`src/rtl/debug_link_pkg.sv`:
```
// Constants, FSM state type and checksum shared by both ends of the CPU
// debug-port serial link.
package debug_link_pkg;

  localparam logic [7:0] SYNC_BYTE_DEF = 8'hA5;
  localparam int         PORT_COUNT    = 7;
  localparam int         FRAME_BYTES   = 9;

  typedef enum logic [1:0] {
    S_IDLE,
    S_START,
    S_DATA,
    S_STOP
  } uart_state_e;

  // Plain 8-bit wrapping sum of the captured debug bytes.
  function automatic logic [7:0] frame_checksum(input logic [PORT_COUNT-1:0][7:0] b);
    logic [7:0] s;
    s = '0;
    for (int i = 0; i < PORT_COUNT; i++) begin
      s = s + b[i];
    end
    return s;
  endfunction

endpackage

```
`src/rtl/uart_tx_byte.sv`:
```
// 8N1 byte serialiser. A new byte may be accepted in IDLE or on the last
// baud cycle of a stop bit, so consecutive bytes go out with no idle gap.
module uart_tx_byte
  import debug_link_pkg::*;
#(
  parameter int CLK_DIV = 434
) (
  input  logic       clk,
  input  logic       nreset,
  input  logic [7:0] data_i,
  input  logic       valid_i,
  output logic       ready_o,
  output logic       stop_end_o,
  output logic       tx_o
);

  localparam int             BW        = (CLK_DIV > 1) ? $clog2(CLK_DIV) : 1;
  localparam logic [BW-1:0]  BAUD_LAST = BW'(CLK_DIV - 1);

  uart_state_e   state_q;
  logic [BW-1:0] baud_q;
  logic [2:0]    bit_q;
  logic [7:0]    shift_q;
  logic          tx_q;
  logic          tick;
  logic          load;

  assign tick       = (baud_q == BAUD_LAST);
  assign stop_end_o = (state_q == S_STOP) && tick;
  assign ready_o    = (state_q == S_IDLE) || stop_end_o;
  assign load       = valid_i && ready_o;
  assign tx_o       = tx_q;

  // Bit-level sequencer; tx is registered so each bit starts on a clock edge.
  always_ff @(posedge clk or negedge nreset) begin
    if (!nreset) begin
      state_q <= S_IDLE;
      baud_q  <= '0;
      bit_q   <= '0;
      tx_q    <= 1'b1;
    end else begin
      case (state_q)
        S_IDLE: begin
          baud_q <= '0;
          bit_q  <= '0;
          tx_q   <= 1'b1;
          if (valid_i) begin
            tx_q    <= 1'b0;
            state_q <= S_START;
          end
        end
        S_START: begin
          if (tick) begin
            baud_q  <= '0;
            bit_q   <= '0;
            tx_q    <= shift_q[0];
            state_q <= S_DATA;
          end else begin
            baud_q <= baud_q + 1'b1;
          end
        end
        S_DATA: begin
          if (tick) begin
            baud_q <= '0;
            if (bit_q == 3'd7) begin
              tx_q    <= 1'b1;
              state_q <= S_STOP;
            end else begin
              bit_q <= bit_q + 3'd1;
              tx_q  <= shift_q[1];
            end
          end else begin
            baud_q <= baud_q + 1'b1;
          end
        end
        S_STOP: begin
          if (tick) begin
            baud_q <= '0;
            bit_q  <= '0;
            if (valid_i) begin
              tx_q    <= 1'b0;
              state_q <= S_START;
            end else begin
              tx_q    <= 1'b1;
              state_q <= S_IDLE;
            end
          end else begin
            baud_q <= baud_q + 1'b1;
          end
        end
        default: begin
          tx_q    <= 1'b1;
          state_q <= S_IDLE;
        end
      endcase
    end
  end

  // Shift register: loaded on handshake, shifted right as each data bit ends.
  always_ff @(posedge clk) begin
    if (load) begin
      shift_q <= data_i;
    end else if ((state_q == S_DATA) && tick) begin
      shift_q <= {1'b0, shift_q[7:1]};
    end
  end

endmodule

```
`src/rtl/debug_uart_tx.sv`:
```
// Captures the seven CPU debug ports on a snapshot strobe and streams them
// as a 9-byte frame: sync byte, ports 1..7, 8-bit wrapping checksum.
module debug_uart_tx
  import debug_link_pkg::*;
#(
  parameter int         CLK_DIV   = 434,
  parameter logic [7:0] SYNC_BYTE = SYNC_BYTE_DEF
) (
  input  logic       clk,
  input  logic       nreset,
  input  logic       snapshot,
  input  logic [7:0] debug_port1,
  input  logic [7:0] debug_port2,
  input  logic [7:0] debug_port3,
  input  logic [7:0] debug_port4,
  input  logic [7:0] debug_port5,
  input  logic [7:0] debug_port6,
  input  logic [7:0] debug_port7,
  output logic       tx,
  output logic       busy,
  output logic       frame_done,
  output logic       dropped
);

  localparam logic [3:0] LAST_IDX = 4'(FRAME_BYTES - 1);

  logic                       busy_q;
  logic                       frame_done_q;
  logic                       dropped_q;
  logic [3:0]                 idx_q;
  logic [3:0]                 idx_d;
  // Entries 0..6 hold ports 1..7, entry 7 holds the checksum, so the byte
  // following frame index n is always bytes_q[n].
  logic [7:0][7:0]            bytes_q;
  logic [PORT_COUNT-1:0][7:0] ports_in;
  logic                       accept;
  logic                       byte_valid;
  logic [7:0]                 byte_data;
  logic                       byte_ready;
  logic                       stop_end;
  logic                       last_done;

  assign ports_in  = {debug_port7, debug_port6, debug_port5, debug_port4,
                      debug_port3, debug_port2, debug_port1};
  assign accept    = snapshot && !busy_q;
  assign last_done = busy_q && stop_end && (idx_q == LAST_IDX);

  // Next byte offered to the serialiser: sync when idle, else the one after idx_q.
  always_comb begin
    byte_valid = 1'b0;
    byte_data  = SYNC_BYTE;
    idx_d      = idx_q;
    if (!busy_q) begin
      byte_valid = snapshot;
      byte_data  = SYNC_BYTE;
      if (snapshot) begin
        idx_d = '0;
      end
    end else begin
      byte_valid = (idx_q != LAST_IDX);
      byte_data  = bytes_q[idx_q[2:0]];
      if (byte_valid && byte_ready) begin
        idx_d = idx_q + 4'd1;
      end
    end
  end

  // Frame control: busy window, completion and drop pulses, byte index.
  always_ff @(posedge clk or negedge nreset) begin
    if (!nreset) begin
      busy_q       <= 1'b0;
      frame_done_q <= 1'b0;
      dropped_q    <= 1'b0;
      idx_q        <= '0;
    end else begin
      idx_q        <= idx_d;
      frame_done_q <= last_done;
      dropped_q    <= snapshot && busy_q;
      if (accept) begin
        busy_q <= 1'b1;
      end else if (last_done) begin
        busy_q <= 1'b0;
      end
    end
  end

  // Port latches and checksum, captured only on the acceptance edge.
  always_ff @(posedge clk) begin
    if (accept) begin
      bytes_q[6:0] <= ports_in;
      bytes_q[7]   <= frame_checksum(ports_in);
    end
  end

  uart_tx_byte #(
    .CLK_DIV(CLK_DIV)
  ) u_byte (
    .clk        (clk),
    .nreset     (nreset),
    .data_i     (byte_data),
    .valid_i    (byte_valid),
    .ready_o    (byte_ready),
    .stop_end_o (stop_end),
    .tx_o       (tx)
  );

  assign busy       = busy_q;
  assign frame_done = frame_done_q;
  assign dropped    = dropped_q;

endmodule

```
`config.mk`:
```
export PLATFORM = sky130hd
export DESIGN_NAME = debug_uart_tx
export DESIGN_NICKNAME = d
export VERILOG_FILES = /design/src/rtl/debug_link_pkg.sv /design/src/rtl/uart_tx_byte.sv /design/src/rtl/debug_uart_tx.sv
export SDC_FILE = /design/constraint.sdc
export NUM_CORES = 1
export LEC_CHECK = 0
export CAP_MARGIN = 10
export CORE_MARGIN = 4
export CORE_UTILIZATION = 32
export DETAILED_ROUTE_END_ITERATION = 16
export REMOVE_ABC_BUFFERS = 1
export SLEW_MARGIN = 20
export SYNTH_ARGS = -nofsm -noshare
export SYNTH_HDL_FRONTEND = slang
export SYNTH_HIERARCHICAL = 1
export SYNTH_SLANG_ARGS = --single-unit
```
`constraint.sdc`:
```
create_clock -name clk -period 2.25 [get_ports clk]
set_input_delay 0.675 -clock clk [delete_from_list [all_inputs] [get_ports clk]]
set_output_delay 0.675 -clock clk [all_outputs]
set_load 0.03 [all_outputs]
```
==> results of run 1 <==
power by group through the flow:
stage	combinational (mW)	clock, mW	sequential (mW)
after floorplan	1.25	0	2.04
after global placement	1.92	0	2.01
after detailed placement	1.97	0	2.01
after CTS	2.32	1.53	1.97
after global routing	2.68	1.62	1.97
final	2.40	1.48	1.97
cells by family after synthesis:
kind of cell	Yosys count	synth area share, %
xor+xnor	22	4.06
fa+ha+maj	52	16.9
flops	94	51.5
compound gates	23	3.14
mux	32	10.1
simple gates	76	7.39
buf+inv	91	6.89
critical path: stages:
cell and delay, ns:
buf_8 0.08, inv_4 0.03, fa_1 0.54, inv_2 0.04, fa_1 0.49, fa_1 0.51, inv_1 0.05, fa_1 0.50
inv_1 0.05, ha_1 0.26, a21o_1 0.18, a21o_1 0.17, a2111o_1 0.36, o311ai_1 0.08
synth_stat cells (6+ instances only):
| master | count | share of area [%] |
|---|---|---|
| nand2_1 | 17 | 1.2 |
| nor2_1 | 18 | 1.3 |
| nor2b_1 | 6 | 0.71 |
| edfxtp_1 | 72 | 41 |
| mux2_2 | 8 | 1.7 |
| xnor2_1 | 15 | 2.5 |
| nand3_1 | 11 | 1.0 |
| dfrtp_1 | 21 | 10 |
| mux2i_1 | 8 | 1.5 |
| fa_1 | 32 | 12 |
| inv_1 | 83 | 5.9 |
| o21ai_0 | 6 | 0.57 |
| ha_1 | 20 | 4.8 |
| mux4_2 | 16 | 6.8 |
registers in the layout, indices dropped and copies added, names as in the netlist, 2 cells and up:
name / cells
u_byte/baud_q: 9
u_byte/state_q: 2
idx_q: 4
u_byte/shift_q: 8
u_byte/bit_q: 3
bytes_q: 64
layout make-up:
cell class / count / area [sq um]
clock buffers: 9 / 225
inverters: 83 / 314
fillers: 1524 / 9290
multi-input cells: 205 / 2310
well taps: 216 / 270
repair buffers: 91 / 805
clock inverters: 7 / 63.8
flip-flops and latches: 94 / 2710
cell usage in the layout (no fill, tap or decap), types with 11 or more instances in the layout:
cell type and count:
edfxtp_1 72, inv_1 57, inv_2 25, fa_1 25
buf_4 25, dfrtp_1 21, dlygate4sd2_1 21, nor2_1 18
clkdlybuf4s50_1 18, nand2_1 17, mux4_2 16, ha_1 14
xnor2_1 13, nand3_1 11
worst min-delay path by stage:
stage	to	depth (start not counted)
after global routing	bytes_q[42]	1
after detailed placement	u_byte/tx_o	2
after CTS	bytes_q[42]	1
after floorplan	busy	0
final	u_byte/tx_o	2
after global placement	u_byte/tx_o	2
per-layer routing:
layer	global-route usage, %	part of all wire (%)	vias to the layer above	wire length [um]
met5	0	0	-	0
met4	3.36	1.4	0	143
met3	3.26	3.5	16	349
met2	20.0	50	54	5040
met1	15.0	45	1541	4470
li1	-	-	1497	-
repair_timing:
item	in CTS	in global routing
setup buffers	1	1
resized for setup	141	17
endpoints found under the setup margin	10	7
pin swaps	39	7
stage by stage:
step | TNS [ns] | hold WS [ns]
after floorplan | -30.77 | 0.379
after global placement | -18.35 | 0.474
after detailed placement | -18.78 | 0.478
after CTS | -9.15 | 0.483
after global routing | -9.84 | 0.480
final | -9.18 | 0.480
==> insert_results.sql, run 1 <==
INSERT INTO impl_metrics (metric_group, metric, value, unit) VALUES
('placement', 'port-buffer-count', '62', ''),
('power', 'comb_power_share', '41.0', '%'),
('clock_network', 'cts-buffers-inserted', '9', ''),
('clock_network', 'level_count_of_the_clock_h_tree', '3', ''),
('floorplan', 'core', '16000', 'sq um'),
('critical_path', 'setup.worst_path.start_class', 'input pin', ''),
('power', 'internal-power', '4.04', 'mW'),
('floorplan', 'fp-row-count', '46', ''),
('sta', 'setup_ws', '-1.59', 'ns'),
('floorplan', 'initial_core_utilization', '32.9', '%'),
('floorplan', 'die_height', '136', 'um'),
('sta', 'final-hold-violation-count', '0', ''),
('sta', 'post-route-min-period', '3.84', 'ns'),
('synth', 'synth.yosys.seq_area_share', '51.5', '%'),
('routing', 'wire_per_inst', '14.2', 'um'),
('critical_path', 'reg2reg_to', 'idx_q[3]', ''),
('sta', 'tightest_slew', '0.361', 'ns'),
('global_routing', 'number_of_antenna_violations_at_the_first_check_in_global_routing', '0', ''),
('floorplan', 'io_pins', '63', ''),
('synth', 'synth_edf_count', '72', ''),
('placement', 'place_worst_setup_slack', '-2.56', 'ns'),
('cells_and_area', 'finalNonFillerCells', '705', ''),
('synth', 'synth_flop_cell', 'edfxtp_1', ''),
('synth', 'syn_area_per_cell', '13.5', 'sq um'),
('sta', 'unrepaired_setup_endpoints_after_global_routing', 'yes', ''),
('clock_network', 'clock-sinks', '94', ''),
('cells_and_area', 'area_grow_syn2layout', '27.3', '%'),
('critical_path', 'cp.required', '2.42', 'ns'),
('critical_path', 'timing.critical_path.to_type', 'flop', ''),
('cells_and_area', 'drive_above_1_share', '29.9', '%'),
('critical_path', 'setup.worst_path.start', 'debug_port4[2]', ''),
('routing', 'drtIter0Drc', '113', ''),
('min_path', 'hold_start', 'u_byte/tx_o', ''),
('job', 'max_cap_violations', '0', ''),
('synth', 'synth-seq-cells', '94', ''),
('min_path', 'hold_class', 'reg -> reg', ''),
('placement', 'placedCellCount', '687', ''),
('placement', 'finalWeightedCongestion', '0.756', ''),
('cells_and_area', 'utilization', '41.9', '%'),
('critical_path', 'critPathKind', 'in -> reg', ''),
('power', 'clock_power_share', '25.3', '%'),
('sta', 'max_freq', '260', 'MHz'),
('placement', 'post_dp_area', '6350', 'sq um'),
('critical_path', 'worst_r2r_path_depth', '10', ''),
('sta', 'period_share', '171', '%'),
('routing', 'ant_nets', '0', ''),
('routing', 'drc_errors', '0', ''),
('floorplan', 'floorplan.die_area', '18600', 'sq um'),
('status', 'outcome', 'finished with violations', ''),
('clock_network', 'worst_skew_pair.late_latency', '0.35', 'ns'),
('global_routing', 'grt.overflow.total', '0', ''),
('clock_network', 'path_clk_slew', '0.07', 'ns'),
('sta', 'finalSetupViolCount', '7', ''),
('synth', 'synth_warnings', '6', ''),
('synth', 'post_synth_instance_area', '5270', 'sq um'),
('status', 'violated_checks', 'setup timing', ''),
('power', 'switchingPower', '1.82', 'mW'),
('critical_path', 'worst_reg2reg_setup_slack', '0.21', 'ns'),
('clock_network', 'ctsRootBufferMaster', 'clkbuf_16', ''),
('critical_path', 'setup.worst_path.end', 'bytes_q[62]', ''),
('global_routing', 'grt_util_all_layers', '11.9', '%'),
('sta', 'skew', '0.0113', 'ns'),
('routing', 'dr.pass1.iters', '4', ''),
('global_routing', 'grt_start_max_net_pins', '41', ''),
('floorplan', 'die_w', '136', 'um'),
('global_routing', 'via_count_of_the_first_global_routing_pass', '3393', ''),
('critical_path', 'worst_r2r_startpoint', 'u_byte/baud_q[1]', ''),
('routing', 'vias_per_cell', '4.41', ''),
('cells_and_area', 'diodes', '0', ''),
('synth', 'synth_cells', '390', ''),
('critical_path', 'critical_path.max_fanout', '2', '');
No activity file was read; power rests on OpenSTA's default activity.
==> run 2, diff against run 1 <==
CORE_UTILIZATION = 58   (was 32)
DONT_BUFFER_PORTS = 1   (was not set)
PLACE_DENSITY = 0.76   (was not set)
==> run 2 against run 1 <==
  * The run still ends with setup timing left
  * Global-route usage grew 6.9 points
  * Die area shrank 43%
  * Register-to-register slack is essentially flat
  * Core utilization grew 24 points
  * Hold slack lost 0.32 ns
  * Critical path depth shrank 1
  * Non-clock buffer count shrank 73
  * Sequential share of layout area grew 6.7 points
  * Critical endpoint unchanged
  * Largest cell class unchanged
==> insert_results.sql, run 2 (synthesis gave the netlist of run 1 again) <==
INSERT INTO impl_metrics (metric_group, metric, value, unit) VALUES
('power', 'vdd_ir_drop_max', '0.000524', 'V'),
('placement', 'place.detailed.hpwl', '6.47', 'mm'),
('routing', 'vias_per_cell', '5.40', ''),
('floorplan', 'floorplan.die_area', '10700', 'sq um'),
('sta', 'setup_ws', '-1.48', 'ns'),
('sta', 'final-max-slew-violation-count', '0', ''),
('routing', 'wire_per_inst', '16.5', 'um'),
('floorplan', 'die_height', '103', 'um'),
('sta', 'period_share', '166', '%'),
('cells_and_area', 'registers.top_by_ff_count', 'bytes_q', ''),
('sta', 'fin_hold_ws', '0.159', 'ns'),
('global_routing', 'wire_length_of_the_first_global_routing_pass', '15.1', 'mm'),
('clock_network', 'worst_skew_pair.late_latency', '0.35', 'ns'),
('cells_and_area', 'most_common_cell_after_layout_fill_and_taps_aside', 'inv_1', ''),
('clock_network', 'cts_tree', 'yes', ''),
('floorplan', 'die_w', '103', 'um'),
('routing', 'ant_nets', '0', ''),
('global_routing', 'grt_util_all_layers', '18.8', '%'),
('placement', 'finalWeightedCongestion', '0.790', ''),
('clock_network', 'ctsRootBufferMaster', 'clkbuf_8', ''),
('cells_and_area', 'max_ffs_per_register', '64', ''),
('floorplan', 'core', '8760', 'sq um'),
('clock_network', 'clock-sinks', '94', ''),
('critical_path', 'timing.critical_path.to_type', 'flop', ''),
('routing', 'dr.pass1.iters', '4', ''),
('critical_path', 'critical_path.max_fanout', '2', ''),
('cells_and_area', 'drive_above_1_share', '19.5', '%'),
('cells_and_area', 'top_regs', 'bytes_q x64, u_byte/baud_q x9, u_byte/shift_q x8', ''),
('clock_network', 'cts.path.max_buffers', '2', ''),
('routing', 'vias', '2830', ''),
('floorplan', 'fp-row-count', '34', ''),
('status', 'outcome', 'finished with violations', ''),
('sta', 'finalSetupViolCount', '7', ''),
('routing', 'routedLengthMet1', '3.64', 'mm'),
('placement', 'port-buffer-count', '0', ''),
('power', 'power_leakage', '2.37', 'nW'),
('placement', 'place_worst_setup_slack', '-2.04', 'ns'),
('power', 'power_per_unit_of_standard_cell_area', '862', 'nW/um^2'),
('sta', 'unrepaired_setup_endpoints_after_global_routing', 'yes', ''),
('cells_and_area', 'design_area_final', '5750', 'sq um'),
('sta', 'max_freq', '268', 'MHz'),
('routing', 'drtIter0Drc', '99', ''),
('routing', 'top_layer_used', 'met4', ''),
('routing', 'wl_met2', '4.48', 'mm'),
('global_routing', 'grt_start_max_net_pins', '48', ''),
('global_routing', 'via_count_of_the_first_global_routing_pass', '3166', ''),
('global_routing', 'grt.overflow.total', '0', ''),
('routing', 'routed-wl-met3', '430', 'um'),
('cells_and_area', 'utilization', '65.6', '%'),
('placement', 'post_dp_area', '5490', 'sq um'),
('critical_path', 'setup.worst_path.start_class', 'input pin', ''),
('clock_network', 'path_clk_slew', '0.09', 'ns'),
('clock_network', 'postCtsSetupBuffers', '0', ''),
('clock_network', 'cts-buffers-inserted', '9', ''),
('sta', 'skew', '0.00957', 'ns'),
('sta', 'tightest_slew', '0.475', 'ns'),
('critical_path', 'timing.critical_path.arrival', '3.91', 'ns'),
('cells_and_area', 'fillers', '633', ''),
('status', 'violated_checks', 'setup timing', ''),
('min_path', 'hold_class', 'in -> async', ''),
('cells_and_area', 'area_grow_syn2layout', '9.24', '%'),
('floorplan', 'io_pins', '63', ''),
('cells_and_area', 'final_nets', '522', ''),
('clock_network', 'level_count_of_the_clock_h_tree', '3', ''),
('routing', 'route.final.wire_length', '8.66', 'mm'),
('sta', 'final-hold-violation-count', '0', ''),
('sta', 'slew_headroom', '68.3', '%'),
('critical_path', 'worst_r2r_path_depth', '9', ''),
('sta', 'post-route-min-period', '3.73', 'ns'),
('critical_path', 'cp.required', '2.43', 'ns'),
('job', 'max_cap_violations', '0', ''),
('cells_and_area', 'diodes', '0', ''),
('sta', 'fin_setup_tns', '-8.27', 'ns'),
('critical_path', 'critPathKind', 'in -> reg', ''),
('global_routing', 'number_of_antenna_violations_at_the_first_check_in_global_routing', '0', ''),
('floorplan', 'initial_core_utilization', '60.1', '%'),
('routing', 'drc_errors', '0', ''),
('cells_and_area', 'most-common-layout-cells', 'inv_1, edfxtp_1, fa_1', '');
==> run 2: cell types whose count changed in the layout (fill, tap and decap cells not counted), sizes merged <==
cell,change
dlygate4sd2,-21
clkinv,+2
clkinvlp,-1
bufinv,+1
clkdlybuf4s50,-18
clkbuf,-2
inv,-3
buf,-26
clkdlybuf4s15,-5
==> run 2: layout make-up <==
cell class                 instances  area, sq um  share of cell area (%)
clock buffer                      10          128                    2.22
clock inverter                     6         61.3                    1.07
inverter                          83          327                    5.68
multi-input combinational        205         2240                    38.9
sequential                        94         2710                    47.2
tap                              108          135                    2.35
timing repair buffer              18          149                    2.59
==> run 2: where the power goes <==
| part | internal [mW] | total [mW] | switching, mW |
|---|---|---|---|
| Clock | 0.513 | 1.10 | 0.585 |
| Combinational | 0.981 | 1.89 | 0.906 |
| Sequential | 1.97 | 1.97 | 0.00675 |
| Total | 3.46 | 4.96 | 1.50 |
==> run 2: worst max-delay path, stage by stage <==
cell and delay (ns):
inv_8 0.01, fa_1 0.54, inv_2 0.04, fa_1 0.48, fa_1 0.49, inv_1 0.05
fa_1 0.53, inv_1 0.06, ha_1 0.26, a21o_1 0.17, a21o_1 0.16, a2111o_1 0.35
o311ai_1 0.08
==> run 2: metal layers <==
layer  global-route usage, %  vias up
met5                       0        -
met4                    5.08        0
met1                    24.5     1405
met3                    4.29       11
met2                    32.1       67
li1                        -     1347
==> run 2: final timing paths <==
check,to,startpoint,slack (ns)
worst max-delay path,bytes_q[62],debug_port1[2],-1.48
worst min-delay path,u_byte/tx_o,nreset,0.16
worst max register to register,u_byte/shift_q[6],idx_q[0],0.22
worst min register to register,u_byte/baud_q[0],u_byte/baud_q[0],0.50
max in group asynchronous,u_byte/state_q[1],nreset,1.65
min in group clk,bytes_q[24],debug_port4[0],0.41
==> run 2: through the flow <==
step	total power [mW]	std cells
detailed placement	3.76	507
global route	5.36	524
finish	4.96	524
floorplan	3.29	382
global placement	3.70	507
CTS	4.95	524
==> run 2: repair_timing <==
item / in CTS / in global routing
gates cloned: 0 / 0
hold endpoints to repair: 21 / 0
resized for setup: 9 / 11
endpoints found under the setup margin: 7 / 7
hold buffers: 1 / 0
pin swaps: 14 / 6
